$ cat src/rtl/chan_bitstream_reader.sv
// chan_bitstream_reader
//   Fetches the channel-FPGA configuration bitstream from the SPI configuration
//   flash and presents it one bit per clock to the channel programmer.
//   The flash SCK is clk inverted, gated by spi_sck_en. MOSI is launched on
//   rising clk, and MISO is captured on rising clk.
//
// Parameters
//   START_ADDR  flash byte address of the first bitstream byte
//   NUM_BITS    bitstream length in bits (1 .. 2^32-1)
// Build option
//   CHAN_FAST_READ_EN  uses the FAST READ command (0x0B) with 8 dummy clocks
//                      after the address. Undefined: plain READ (0x03).
// Ports
//   clk, reset_n            clock, asynchronous active-low reset
//   prog_chan_in_progress   level; dropping it aborts an active load
//   store_flash_command     pulse; arms the engine (accepted in IDLE only)
//   read_bitstream          level; starts the load and holds the END handshake
//   spi_miso                flash data out
//   spi_cs_n, spi_mosi      flash chip select (active low), flash data in
//   spi_sck_en              SCK gate; high only while spi_cs_n is low
//   bitstream               serial data, MSB of each byte first; 1 when idle
//   end_bitstream           high from the final data bit until read_bitstream drops
module chan_bitstream_reader #(
  parameter logic [23:0] START_ADDR = 24'hCE0000,
  parameter logic [31:0] NUM_BITS   = 32'd21_728_640
) (
  input  logic clk,
  input  logic reset_n,
  input  logic prog_chan_in_progress,
  input  logic store_flash_command,
  input  logic read_bitstream,
  input  logic spi_miso,
  output logic spi_cs_n,
  output logic spi_mosi,
  output logic spi_sck_en,
  output logic bitstream,
  output logic end_bitstream
);

`ifdef CHAN_FAST_READ_EN
  localparam logic [7:0] READ_CMD = 8'h0B;
`else
  localparam logic [7:0] READ_CMD = 8'h03;
`endif

  typedef enum logic [2:0] {
    S_IDLE, S_ARMED, S_CMD, S_ADDR, S_DUMMY, S_STREAM, S_END
  } state_t;

  state_t      state_q, state_d;
  logic [31:0] sreg_q, sreg_d;   // {command, address}; MSB is next on MOSI
  logic [31:0] cnt_q, cnt_d;     // bit index within the current phase
  logic        cs_n_q, cs_n_d;
  logic        mosi_q, mosi_d;
  logic        sck_en_q, sck_en_d;
  logic        bs_q, bs_d;
  logic        end_q, end_d;
  logic        abort;

  // A load in flight dies if the programmer gives up or drops read early.
  // END is excluded so the completion handshake always finishes.
  always_comb begin
    abort = 1'b0;
    if (state_q inside {S_ARMED, S_CMD, S_ADDR, S_DUMMY, S_STREAM} &&
        !prog_chan_in_progress)
      abort = 1'b1;
    if (state_q inside {S_CMD, S_ADDR, S_DUMMY, S_STREAM} && !read_bitstream)
      abort = 1'b1;
  end

  always_comb begin
    state_d  = state_q;
    sreg_d   = sreg_q;
    cnt_d    = cnt_q;
    cs_n_d   = cs_n_q;
    mosi_d   = mosi_q;
    sck_en_d = sck_en_q;
    bs_d     = bs_q;
    end_d    = end_q;

    unique case (state_q)
      S_IDLE: begin
        if (store_flash_command) begin
          sreg_d  = {READ_CMD, START_ADDR};
          state_d = S_ARMED;
        end
      end
      S_ARMED: begin
        if (read_bitstream) begin
          // The first command bit is launched together with CS so that it
          // is valid for the first SCK rising edge.
          state_d  = S_CMD;
          cs_n_d   = 1'b0;
          sck_en_d = 1'b1;
          mosi_d   = sreg_q[31];
          sreg_d   = {sreg_q[30:0], 1'b0};
          cnt_d    = '0;
        end
      end
      S_CMD: begin
        mosi_d = sreg_q[31];
        sreg_d = {sreg_q[30:0], 1'b0};
        if (cnt_q == 32'd7) begin
          state_d = S_ADDR;
          cnt_d   = '0;
        end else begin
          cnt_d = cnt_q + 32'd1;
        end
      end
      S_ADDR: begin
        if (cnt_q == 32'd23) begin
          mosi_d = 1'b0;
          cnt_d  = '0;
`ifdef CHAN_FAST_READ_EN
          state_d = S_DUMMY;
`else
          state_d = S_STREAM;
`endif
        end else begin
          mosi_d = sreg_q[31];
          sreg_d = {sreg_q[30:0], 1'b0};
          cnt_d  = cnt_q + 32'd1;
        end
      end
      S_DUMMY: begin
        mosi_d = 1'b0;
        if (cnt_q == 32'd7) begin
          state_d = S_STREAM;
          cnt_d   = '0;
        end else begin
          cnt_d = cnt_q + 32'd1;
        end
      end
      S_STREAM: begin
        bs_d = spi_miso;
        // The last bit and the completion flag go out together, and the
        // flash is released in that same cycle.
        if (cnt_q == NUM_BITS - 32'd1) begin
          state_d  = S_END;
          cs_n_d   = 1'b1;
          sck_en_d = 1'b0;
          end_d    = 1'b1;
          cnt_d    = '0;
        end else begin
          cnt_d = cnt_q + 32'd1;
        end
      end
      S_END: begin
        bs_d = 1'b1;
        if (!read_bitstream) begin
          state_d = S_IDLE;
          end_d   = 1'b0;
        end
      end
      default: state_d = S_IDLE;
    endcase

    if (abort) begin
      state_d  = S_IDLE;
      cs_n_d   = 1'b1;
      sck_en_d = 1'b0;
      mosi_d   = 1'b0;
      bs_d     = 1'b1;
      end_d    = 1'b0;
      cnt_d    = '0;
    end
  end

  always_ff @(posedge clk or negedge reset_n) begin
    if (!reset_n) begin
      state_q  <= S_IDLE;
      sreg_q   <= '0;
      cnt_q    <= '0;
      cs_n_q   <= 1'b1;
      mosi_q   <= 1'b0;
      sck_en_q <= 1'b0;
      bs_q     <= 1'b1;
      end_q    <= 1'b0;
    end else begin
      state_q  <= state_d;
      sreg_q   <= sreg_d;
      cnt_q    <= cnt_d;
      cs_n_q   <= cs_n_d;
      mosi_q   <= mosi_d;
      sck_en_q <= sck_en_d;
      bs_q     <= bs_d;
      end_q    <= end_d;
    end
  end

  assign spi_cs_n      = cs_n_q;
  assign spi_mosi      = mosi_q;
  assign spi_sck_en    = sck_en_q;
  assign bitstream     = bs_q;
  assign end_bitstream = end_q;

endmodule

$ cat config.mk
export PLATFORM = sky130hd
export DESIGN_NAME = chan_bitstream_reader
export DESIGN_NICKNAME = d
export VERILOG_FILES = /design/src/rtl/chan_bitstream_reader.sv
export SDC_FILE = /design/constraint.sdc
export NUM_CORES = 1
export LEC_CHECK = 0
export ABC_AREA = 0
export CORE_ASPECT_RATIO = 1.2
export CORE_UTILIZATION = 28
export CTS_BUF_LIST = sky130_fd_sc_hd__clkbuf_2
export DETAILED_ROUTE_END_ITERATION = 16
export HOLD_SLACK_MARGIN = 0.15
export PLACE_DENSITY_LB_ADDON = 0.25
export SYNTH_ARGS = -nofsm -noshare
export SYNTH_HDL_FRONTEND = slang
export SYNTH_SLANG_ARGS = --single-unit
$ cat constraint.sdc
create_clock -name clk -period 5.8 [get_ports clk]
set_input_delay 0.58 -clock clk [delete_from_list [all_inputs] [get_ports clk]]
set_output_delay 0.58 -clock clk [all_outputs]
set_load 0.02 [all_outputs]
==> results of run 1 <==
==> power groups by stage <==
stage               Combinational, W  Clock, W  Sequential [W]
CTS                         0.000494  0.000167        0.000517
finish                      0.000486  0.000160        0.000516
global placement            0.000491         0        0.000521
floorplan                   0.000403         0        0.000491
detailed placement          0.000492         0        0.000524
global route                0.000545  0.000179        0.000528
==> cell type report <==
type                            instances  area [um2]  area share (%)
Clock buffer                            6        30.0           0.844
Clock inverter                          2        12.5           0.352
Inverter                               19        71.3            2.00
Multi-Input combinational cell        272        1770            49.6
Sequential cell                        55        1380            38.7
Tap cell                              157         196            5.52
Timing Repair Buffer                   11         103            2.88
==> kinds of logic (layout without fill, tap and decap cells) <==
| group | Yosys count | after routing |
|---|---|---|
| flip-flops | 55 | 55 |
| buffers and inverters | 44 | 38 |
| adder cells (fa/ha/maj) | 3 | 3 |
| AND/OR/NAND/NOR | 152 | 152 |
| multiplexers | 9 | 9 |
| AO/OA/AOI/OAI | 107 | 107 |
| XOR/XNOR | 1 | 1 |
==> state kept, by name (all words and copies together), names as in the netlist <==
register	count
spi_cs_n	1
spi_sck_en	1
sreg_q	15
end_bitstream	1
state_q	3
cnt_q	32
bitstream	1
spi_mosi	1
==> worst max path at each step <==
stage               startpoint         to  slack, ns  depth (start not counted)
detailed placement  state_q[2]  cnt_q[12]       2.44                          6
finish              state_q[2]  cnt_q[30]       2.39                          6
CTS                 state_q[2]  cnt_q[30]       2.41                          6
global route        state_q[2]  cnt_q[12]       2.09                          6
floorplan            cnt_q[14]   cnt_q[6]       3.59                          8
global placement    state_q[2]  cnt_q[16]       2.55                          6
==> through the flow <==
stage / hold slack (ns) / worst slack, ns / cell area (um2) / std cells
floorplan: 0.284 / 3.59 / 3330 / 371
global placement: 0.464 / 2.55 / 3520 / 514
detailed placement: 0.472 / 2.44 / 3520 / 514
CTS: 0.219 / 2.41 / 3560 / 522
global route: 0.209 / 2.09 / 3560 / 522
finish: 0.185 / 2.39 / 3560 / 522
==> placed cells by master, fill, tap and decap left out, types with 3 or more instances in the layout <==
master	n
a21oi_1	27
nor2b_1	3
o22a_1	4
a21bo_1	3
o21ai_1	3
or4_4	3
nand2_1	30
and4_1	3
o31ai_1	11
and3_1	6
inv_1	19
nand4_1	16
a31oi_1	11
a221o_1	4
ha_1	3
nor4_1	10
mux2i_1	8
or3_1	4
a22o_1	3
a41oi_1	7
clkdlybuf4s50_1	9
nor3_1	11
or4_1	13
clkbuf_2	6
dfrtp_1	53
nand3_1	15
nor2_1	24
o21ai_0	12
and2_1	3
==> routing by layer <==
| metal | GRT usage, % | vias to the layer above | share of wire, % |
|---|---|---|---|
| li1 | - | 1417 | - |
| met1 | 19.3 | 1474 | 45 |
| met2 | 24.4 | 78 | 48 |
| met3 | 3.00 | 20 | 4.6 |
| met4 | 4.08 | 0 | 2.4 |
| met5 | 0 | - | 0 |
==> impl_metrics.py, run 1 <==
metrics = {
    "outcome": {
        "status": "finished clean",
    },
    "floorplan": {
        "rows": 43,
        "top_level_ports": 11,
        "core_area_um2": 11600,
        "dieArea_um2": 12300,
        "die_h_um": 121,
        "fp.dieW_um": 102,
        "start_util_pct": 28.8,
    },
    "synth": {
        "yosysTopAreaCell": "dfrtp_1",
        "synthTopCellsByCount": "dfrtp_1 (53), nand2_1 (30), a21oi_1 (27)",
        "yosys.cell_count.top_type": "dfrtp_1",
        "synthSimpleGateAreaFrac_pct": 25.8,
        "synth_top_family_by_area": "simple AND/OR/NAND/NOR gates",
        "avgSynthCellArea_um2": 8.98,
        "async_flop_share_pct": 100,
        "synth-main-ff-cell": "dfrtp_1",
        "synth_enable_flop_cells": 0,
        "syn_nets": 380,
        "seq_area_frac_synth_pct": 41.4,
        "ys_types": 60,
        "ys_ff_latch": 55,
        "syn_inst": 371,
        "synth-adder-area-share_pct": 1.13,
        "synth-compound-area-share_pct": 23.1,
        "synth_mux_area_share_pct": 2.74,
        "synth_top_area_share_pct": 39.8,
        "synthXorXnorAreaFrac_pct": 0.263,
        "netlist_top_cells_area": "dfrtp_1 (40%), a21oi_1 (4.1%), nand2_1 (3.4%)",
        "yosys_warnings": 0,
        "synth_area_um2": 3330,
    },
    "finish": {
        "final_util_pct": 30.8,
        "n_antenna_cell": 0,
        "syn_to_final_growth_pct": 6.84,
        "fillCellCount": 1234,
        "fin_nets": 373,
        "layout-drive-gt1-share_pct": 6.58,
    },
    "run": {
        "drv_cap": 0,
    },
    "place": {
        "place.port_buffers": 10,
        "place_hpwl_um": 5880,
        "gp_congestion": 0.850,
    },
    "clock_tree": {
        "clk_path_buf_depth": 2,
        "cts_hold_repair.buffers": 0,
        "cts-root-buf": "clkbuf_2",
        "cts_max_level": 2,
        "clock-sinks": 55,
        "cts_resized": 0,
        "cts_setup_buffers": 0,
        "cts_tree": "done",
        "cts_buffers": 5,
        "worstSkewPairLatency_ns": 0.47,
        "clk_pin_slew_ns": 0.29,
    },
    "worst_setup_path": {
        "critPathMaxStageDelay_ns": 0.82,
        "crit_required_ns": 6.16,
        "r2r_start": "state_q[2]",
        "cp-start-kind": "flop",
        "rr_worst_depth": 6,
        "path_max_fanout": 22,
        "rrSetupSlack_ns": 2.39,
        "crit_slowest_cell": "dfrtp_1",
        "setup.worst_path.class": "reg2reg",
        "critical_path_buf_inv_count": 2,
        "cp.arrival_ns": 3.77,
        "crit_family": "compound AO/OA/AOI/OAI gates",
        "path_cells": "inv_1 -> ha_1 -> or3_1 -> inv_1 -> a21oi_1 -> a21oi_1",
        "timing.rr.end": "cnt_q[30]",
        "critPathCaptureType": "flop",
    },
    "grt": {
        "grt_max_degree": 56,
        "grt_pass1_wl_um": 14300,
        "grt_overflow": 0,
        "first_global_vias": 2838,
        "gr-usage-all-layers_pct": 14.7,
        "grt_antenna_before_repair": 0,
    },
    "power_and_ir_drop": {
        "seq_power_share_pct": 44.4,
        "vdd_drop_max_mv": 0.235,
        "power_density_nw_per_um2": 327,
        "clkPwrFrac_pct": 13.8,
        "p_int_w": 0.000642,
        "p_switching_w": 0.000520,
        "combPwrFrac_pct": 41.8,
        "p_leak_nw": 1.38,
        "swShare_pct": 44.8,
        "totalPowerFinal_w": 0.00116,
    },
    "routing": {
        "drtAntennaViolNets": 0,
        "route.detailed.drc": 0,
        "via_per_inst": 5.73,
        "wirelength_um": 8640,
        "wl_per_cell_um": 16.6,
        "first_iter_violations": 220,
        "num_vias": 2989,
        "firstDrtPassIters": 4,
    },
    "sta": {
        "setup_tns_ns": 0,
        "final-hold-violation-count": 0,
        "slew-limit-headroom_pct": 23.8,
        "rsz0062_at_grt": "false",
        "slew_violations": 0,
        "tightest_slew_ns": 1.14,
        "period_needed_ns": 3.41,
        "fin_skew_ns": 0.0203,
        "fmax_ghz": 0.293,
        "setup_viol": 0,
        "finalCritPeriodShare_pct": 58.8,
    },
    "worst_hold_path": {
        "hold_class": "in2async",
    },
}
Power figures use the tool's default switching activity.
==> inputs of run 2 (changes only) <==
==> constraint.sdc (replaced) <==
create_clock -name clk -period 2.9 [get_ports clk]
set_input_delay 0.29 -clock clk [delete_from_list [all_inputs] [get_ports clk]]
set_output_delay 0.29 -clock clk [all_outputs]
set_load 0.02 [all_outputs]
==> impl_metrics.py, run 2 (synthesis results as in run 1) <==
metrics = {
    "outcome": {
        "status": "finished clean",
    },
    "clock_tree": {
        "cts_resized": 0,
        "clk_pin_slew_ns": 0.32,
        "clk_path_buf_depth": 2,
        "cts_setup_buffers": 0,
        "cts_max_level": 2,
        "cts_buffers": 5,
        "cts_hold_repair.buffers": 1,
        "clock-sinks": 55,
        "cts_tree": "done",
        "cts-root-buf": "clkbuf_2",
        "worstSkewPairLatency_ns": 0.47,
    },
    "sta": {
        "final-hold-violation-count": 0,
        "fmax_ghz": 0.373,
        "setup_viol": 0,
        "slew-limit-headroom_pct": 42.9,
        "fin_skew_ns": 0.0260,
        "finalCritPeriodShare_pct": 92.4,
        "rsz0062_at_grt": "false",
        "period_needed_ns": 2.68,
        "slew_violations": 0,
        "setup_tns_ns": 0,
        "tightest_slew_ns": 0.854,
    },
    "grt": {
        "grt_pass1_wl_um": 15600,
        "grt_antenna_before_repair": 0,
        "grt_overflow": 0,
        "grt_max_degree": 38,
        "first_global_vias": 3094,
        "gr-usage-all-layers_pct": 16.0,
    },
    "place": {
        "gp_congestion": 0.803,
        "place_hpwl_um": 6510,
        "dp_cells": 536,
        "place.port_buffers": 10,
    },
    "floorplan": {
        "core_area_um2": 11600,
        "fp.dieW_um": 102,
        "rows": 43,
        "dieArea_um2": 12300,
        "top_level_ports": 11,
        "die_h_um": 121,
        "start_util_pct": 28.8,
    },
    "finish": {
        "top_regs": "cnt_q x32, sreg_q x15, state_q x3",
        "final_cell_mix": "dfrtp_1 (53), nand2_1 (30), a21oi_1 (27)",
        "n_antenna_cell": 0,
        "largest_reg_flops": 32,
        "syn_to_final_growth_pct": 12.4,
        "layout-drive-gt1-share_pct": 11.9,
        "fin_nets": 396,
        "regMostFlops": "cnt_q",
        "stdcell_count": 545,
        "layout.cells.most_common": "dfrtp_1",
    },
    "worst_setup_path": {
        "critPathCaptureType": "flop",
        "setup.worst_path.class": "reg2reg",
        "crit_family": "simple AND/OR/NAND/NOR gates",
        "critPathMaxStageDelay_ns": 0.87,
        "critical_path_buf_inv_count": 0,
        "cp-start-kind": "flop",
        "path_cells": "nor4_1 -> nand4_1 -> or4b_1 -> nand2_4 -> mux2i_1",
        "crit_required_ns": 3.33,
        "path_max_fanout": 16,
        "cp.arrival_ns": 3.11,
        "crit_slowest_cell": "or4b_1",
    },
    "routing": {
        "route.detailed.drc": 0,
        "wl_per_cell_um": 17.1,
        "via_per_inst": 5.70,
        "drtAntennaViolNets": 0,
        "num_vias": 3109,
        "first_iter_violations": 317,
        "wirelength_um": 9330,
        "firstDrtPassIters": 5,
    },
    "power_and_ir_drop": {
        "power_density_nw_per_um2": 665,
        "vdd_drop_max_mv": 0.344,
        "p_leak_nw": 1.50,
    },
    "run": {
        "drv_cap": 0,
    },
    "worst_hold_path": {
        "hold_class": "in2async",
    },
}
==> run 2: cell types whose count changed in the layout (fill, tap and decap cells not counted) <==
cell,before,now
dlygate4sd3_1,0,1
clkinv_4,0,2
clkbuf_2,6,5
buf_4,1,23
inv_8,0,1
clkinvlp_4,1,0
clkinv_2,1,0
==> run 2: path summary, 6_finish.rpt <==
check | end | cells past startpoint | start | slack [ns]
worst min register to register | sreg_q[29] | 1 | sreg_q[29] | 0.53
worst max register to register | sreg_q[23] | 5 | cnt_q[28] | 0.22
worst max-delay path | sreg_q[23] | 5 | cnt_q[28] | 0.22
min in group clk | bitstream | 4 | spi_miso | 0.51
max in group asynchronous | spi_cs_n | 3 | reset_n | 1.69
worst min-delay path | cnt_q[28] | 2 | reset_n | 0.28
==> run 2: where the power goes <==
part	total, W	leakage, nW	switching (W)	internal, W
clock	0.000352	0.0351	0.000281	0.0000707
combinational	0.00116	0.740	0.000752	0.000407
sequential	0.000978	0.722	0.0000859	0.000893
==> run 2: through the flow <==
stage	hold slack, ns	area (um2)	setup WS, ns	total power [W]	utilization (%)
finish	0.284	3740	0.220	0.00249	32.4
global route	0.286	3740	0.107	0.00268	32.4
CTS	0.285	3740	0.211	0.00251	32.4
detailed placement	0.312	3680	0.244	0.00215	31.8
global placement	0.319	3680	0.333	0.00212	31.8
floorplan	-0.00559	3330	0.687	0.00179	-
==> run 2: layer usage <==
| metal | track usage [%] | routed length (um) | vias to the layer above |
|---|---|---|---|
| met1 | 20.4 | 4130 | 1554 |
| met4 | 4.89 | 220 | 0 |
| met3 | 2.53 | 351 | 26 |
| li1 | - | - | 1463 |
| met5 | 0 | 0 | - |
| met2 | 27.5 | 4630 | 66 |
==> run 2: layout make-up <==
class / count / area, um2
Fill cell: 1200 / 7820
Multi-Input combinational cell: 272 / 1770
Sequential cell: 55 / 1380
Timing Repair Buffer: 34 / 278
Tap cell: 157 / 196
Inverter: 19 / 71.3
Clock inverter: 3 / 28.8
Clock buffer: 5 / 25.0
==> inputs of run 3 (changes only) <==
--- a/config.mk
+++ b/config.mk
@@ -7,9 +7,11 @@
 export LEC_CHECK = 0
 export ABC_AREA = 0
 export CORE_ASPECT_RATIO = 1.2
+export CORE_MARGIN = 1.5
 export CORE_UTILIZATION = 28
 export CTS_BUF_LIST = sky130_fd_sc_hd__clkbuf_2
 export DETAILED_ROUTE_END_ITERATION = 16
+export DONT_BUFFER_PORTS = 1
 export HOLD_SLACK_MARGIN = 0.15
 export PLACE_DENSITY_LB_ADDON = 0.25
 export SYNTH_ARGS = -nofsm -noshare
==> impl_metrics.py, run 3 (synthesis results as in run 1) <==
metrics = {
    "place": {
        "dp_cells": 526,
        "gp_congestion": 0.829,
        "place_ws_ns": 0.194,
        "place.port_buffers": 0,
        "place_hpwl_um": 6340,
    },
    "routing": {
        "num_vias": 3024,
        "drtAntennaViolNets": 0,
        "route.detailed.drc": 0,
        "wl_per_cell_um": 17.4,
        "first_iter_violations": 285,
        "via_per_inst": 5.60,
        "firstDrtPassIters": 4,
        "wirelength_um": 9390,
    },
    "sta": {
        "rsz0062_at_grt": "false",
        "finalCritPeriodShare_pct": 94.0,
        "period_needed_ns": 2.73,
        "slew_violations": 0,
        "fmax_ghz": 0.367,
        "setup_viol": 0,
        "whs_ns": 0.220,
        "slew-limit-headroom_pct": 52.9,
        "finalWorstSetupSlack_ns": 0.173,
        "setup_tns_ns": 0,
        "final-hold-violation-count": 0,
        "fin_skew_ns": 0.0292,
        "tightest_slew_ns": 0.707,
    },
    "power_and_ir_drop": {
        "p_leak_nw": 1.48,
        "power_density_nw_per_um2": 655,
        "vdd_drop_max_mv": 0.472,
        "totalPowerFinal_w": 0.00243,
    },
    "floorplan": {
        "core_area_um2": 11600,
        "rows": 43,
        "fp.dieW_um": 103,
        "start_util_pct": 28.8,
        "die_h_um": 122,
        "dieArea_um2": 12600,
        "top_level_ports": 11,
    },
    "clock_tree": {
        "cts-root-buf": "clkbuf_2",
        "cts_tree": "done",
        "cts_buffers": 5,
        "clk_pin_slew_ns": 0.32,
        "cts_setup_buffers": 0,
        "cts_max_level": 2,
        "clk_path_buf_depth": 2,
        "worstSkewPairLatency_ns": 0.49,
        "clock-sinks": 55,
    },
    "grt": {
        "grt_antenna_before_repair": 0,
        "grt_max_degree": 56,
        "first_global_vias": 2964,
        "gr-usage-all-layers_pct": 16.1,
        "grt_overflow": 0,
        "grt_pass1_wl_um": 15700,
    },
    "finish": {
        "layout-drive-gt1-share_pct": 12.3,
        "stdcell_count": 540,
        "top_regs": "cnt_q x32, sreg_q x15, state_q x3",
        "layout.cells.most_common": "dfrtp_1",
        "final_cell_mix": "dfrtp_1 (53), nand2_1 (30), a21oi_1 (27)",
        "regMostFlops": "cnt_q",
        "n_antenna_cell": 0,
        "fin_nets": 391,
        "syn_to_final_growth_pct": 11.6,
        "largest_reg_flops": 32,
    },
    "worst_setup_path": {
        "crit_slowest_cell": "a311o_1",
        "crit_required_ns": 3.29,
        "critPathMaxStageDelay_ns": 0.66,
        "cp_common_cell": "a21oi_1",
        "critPathCaptureType": "flop",
        "setup.worst_path.class": "reg2reg",
        "cp-start-kind": "flop",
        "cp.arrival_ns": 3.12,
        "path_cells": "nor4_1 -> nand4_1 -> a311o_1 -> a21oi_1 -> buf_4 -> a21oi_1",
        "path_max_fanout": 14,
    },
    "run": {
        "drv_cap": 0,
    },
    "outcome": {
        "status": "finished clean",
    },
    "worst_hold_path": {
        "hold_class": "in2reg",
    },
}
[run 3: worst paths after layout]
kind / start / slack [ns] / depth (start not counted) / to
max in group asynchronous: reset_n / 2.29 / 2 / bitstream
min in group asynchronous: reset_n / 0.32 / 2 / cnt_q[13]
max: cnt_q[10] / 0.17 / 6 / cnt_q[30]
max reg2reg: cnt_q[10] / 0.17 / 6 / cnt_q[30]
min reg2reg: sreg_q[30] / 0.52 / 1 / sreg_q[30]
min: read_bitstream / 0.22 / 4 / spi_mosi
[run 3: per-stage QoR]
step | util, % | area [um2]
2_1_floorplan | - | 3330
3_3_place_gp | 31.0 | 3590
3_5_place_dp | 31.0 | 3590
4_1_cts | 32.1 | 3710
5_1_grt | 32.1 | 3720
6_report | 32.1 | 3720
[run 3: routing by layer]
layer | routed length (um) | vias to the layer above | GRT usage [%]
li1 | - | 1460 | -
met1 | 4060 | 1474 | 20.8
met2 | 4760 | 79 | 27.4
met3 | 386 | 11 | 2.68
met4 | 187 | 0 | 4.71
met5 | 0 | - | 0
[run 3: cell type report]
cell class              count  area (um2)
clock inverters             3        23.8
flip-flops and latches     55        1380
repair buffers             29         250
fillers                  1233        7850
inverters                  19        71.3
well taps                 157         196
clock buffers               5        25.0
multi-input cells         272        1770
[run 3: critical path, delay by kind of cell, from the launching register on]
family	cells	cell delay, ns
compound gates	3	0.96
buf+inv	1	0.23
flops	1	0.51
simple gates	2	0.93
[run 3: what timing repair did]
item | CTS | global route
hold buffers | 6 | 0
hold endpoints to repair | 63 | 0
resized for setup | 0 | 1
endpoints found under the setup margin | 0 | 10
[run 3: where the power goes]
group | internal (W) | switching [W] | leakage, nW
Combinational | 0.000381 | 0.000708 | 0.737
Sequential | 0.000893 | 0.000108 | 0.722
Clock | 0.0000618 | 0.000282 | 0.0256
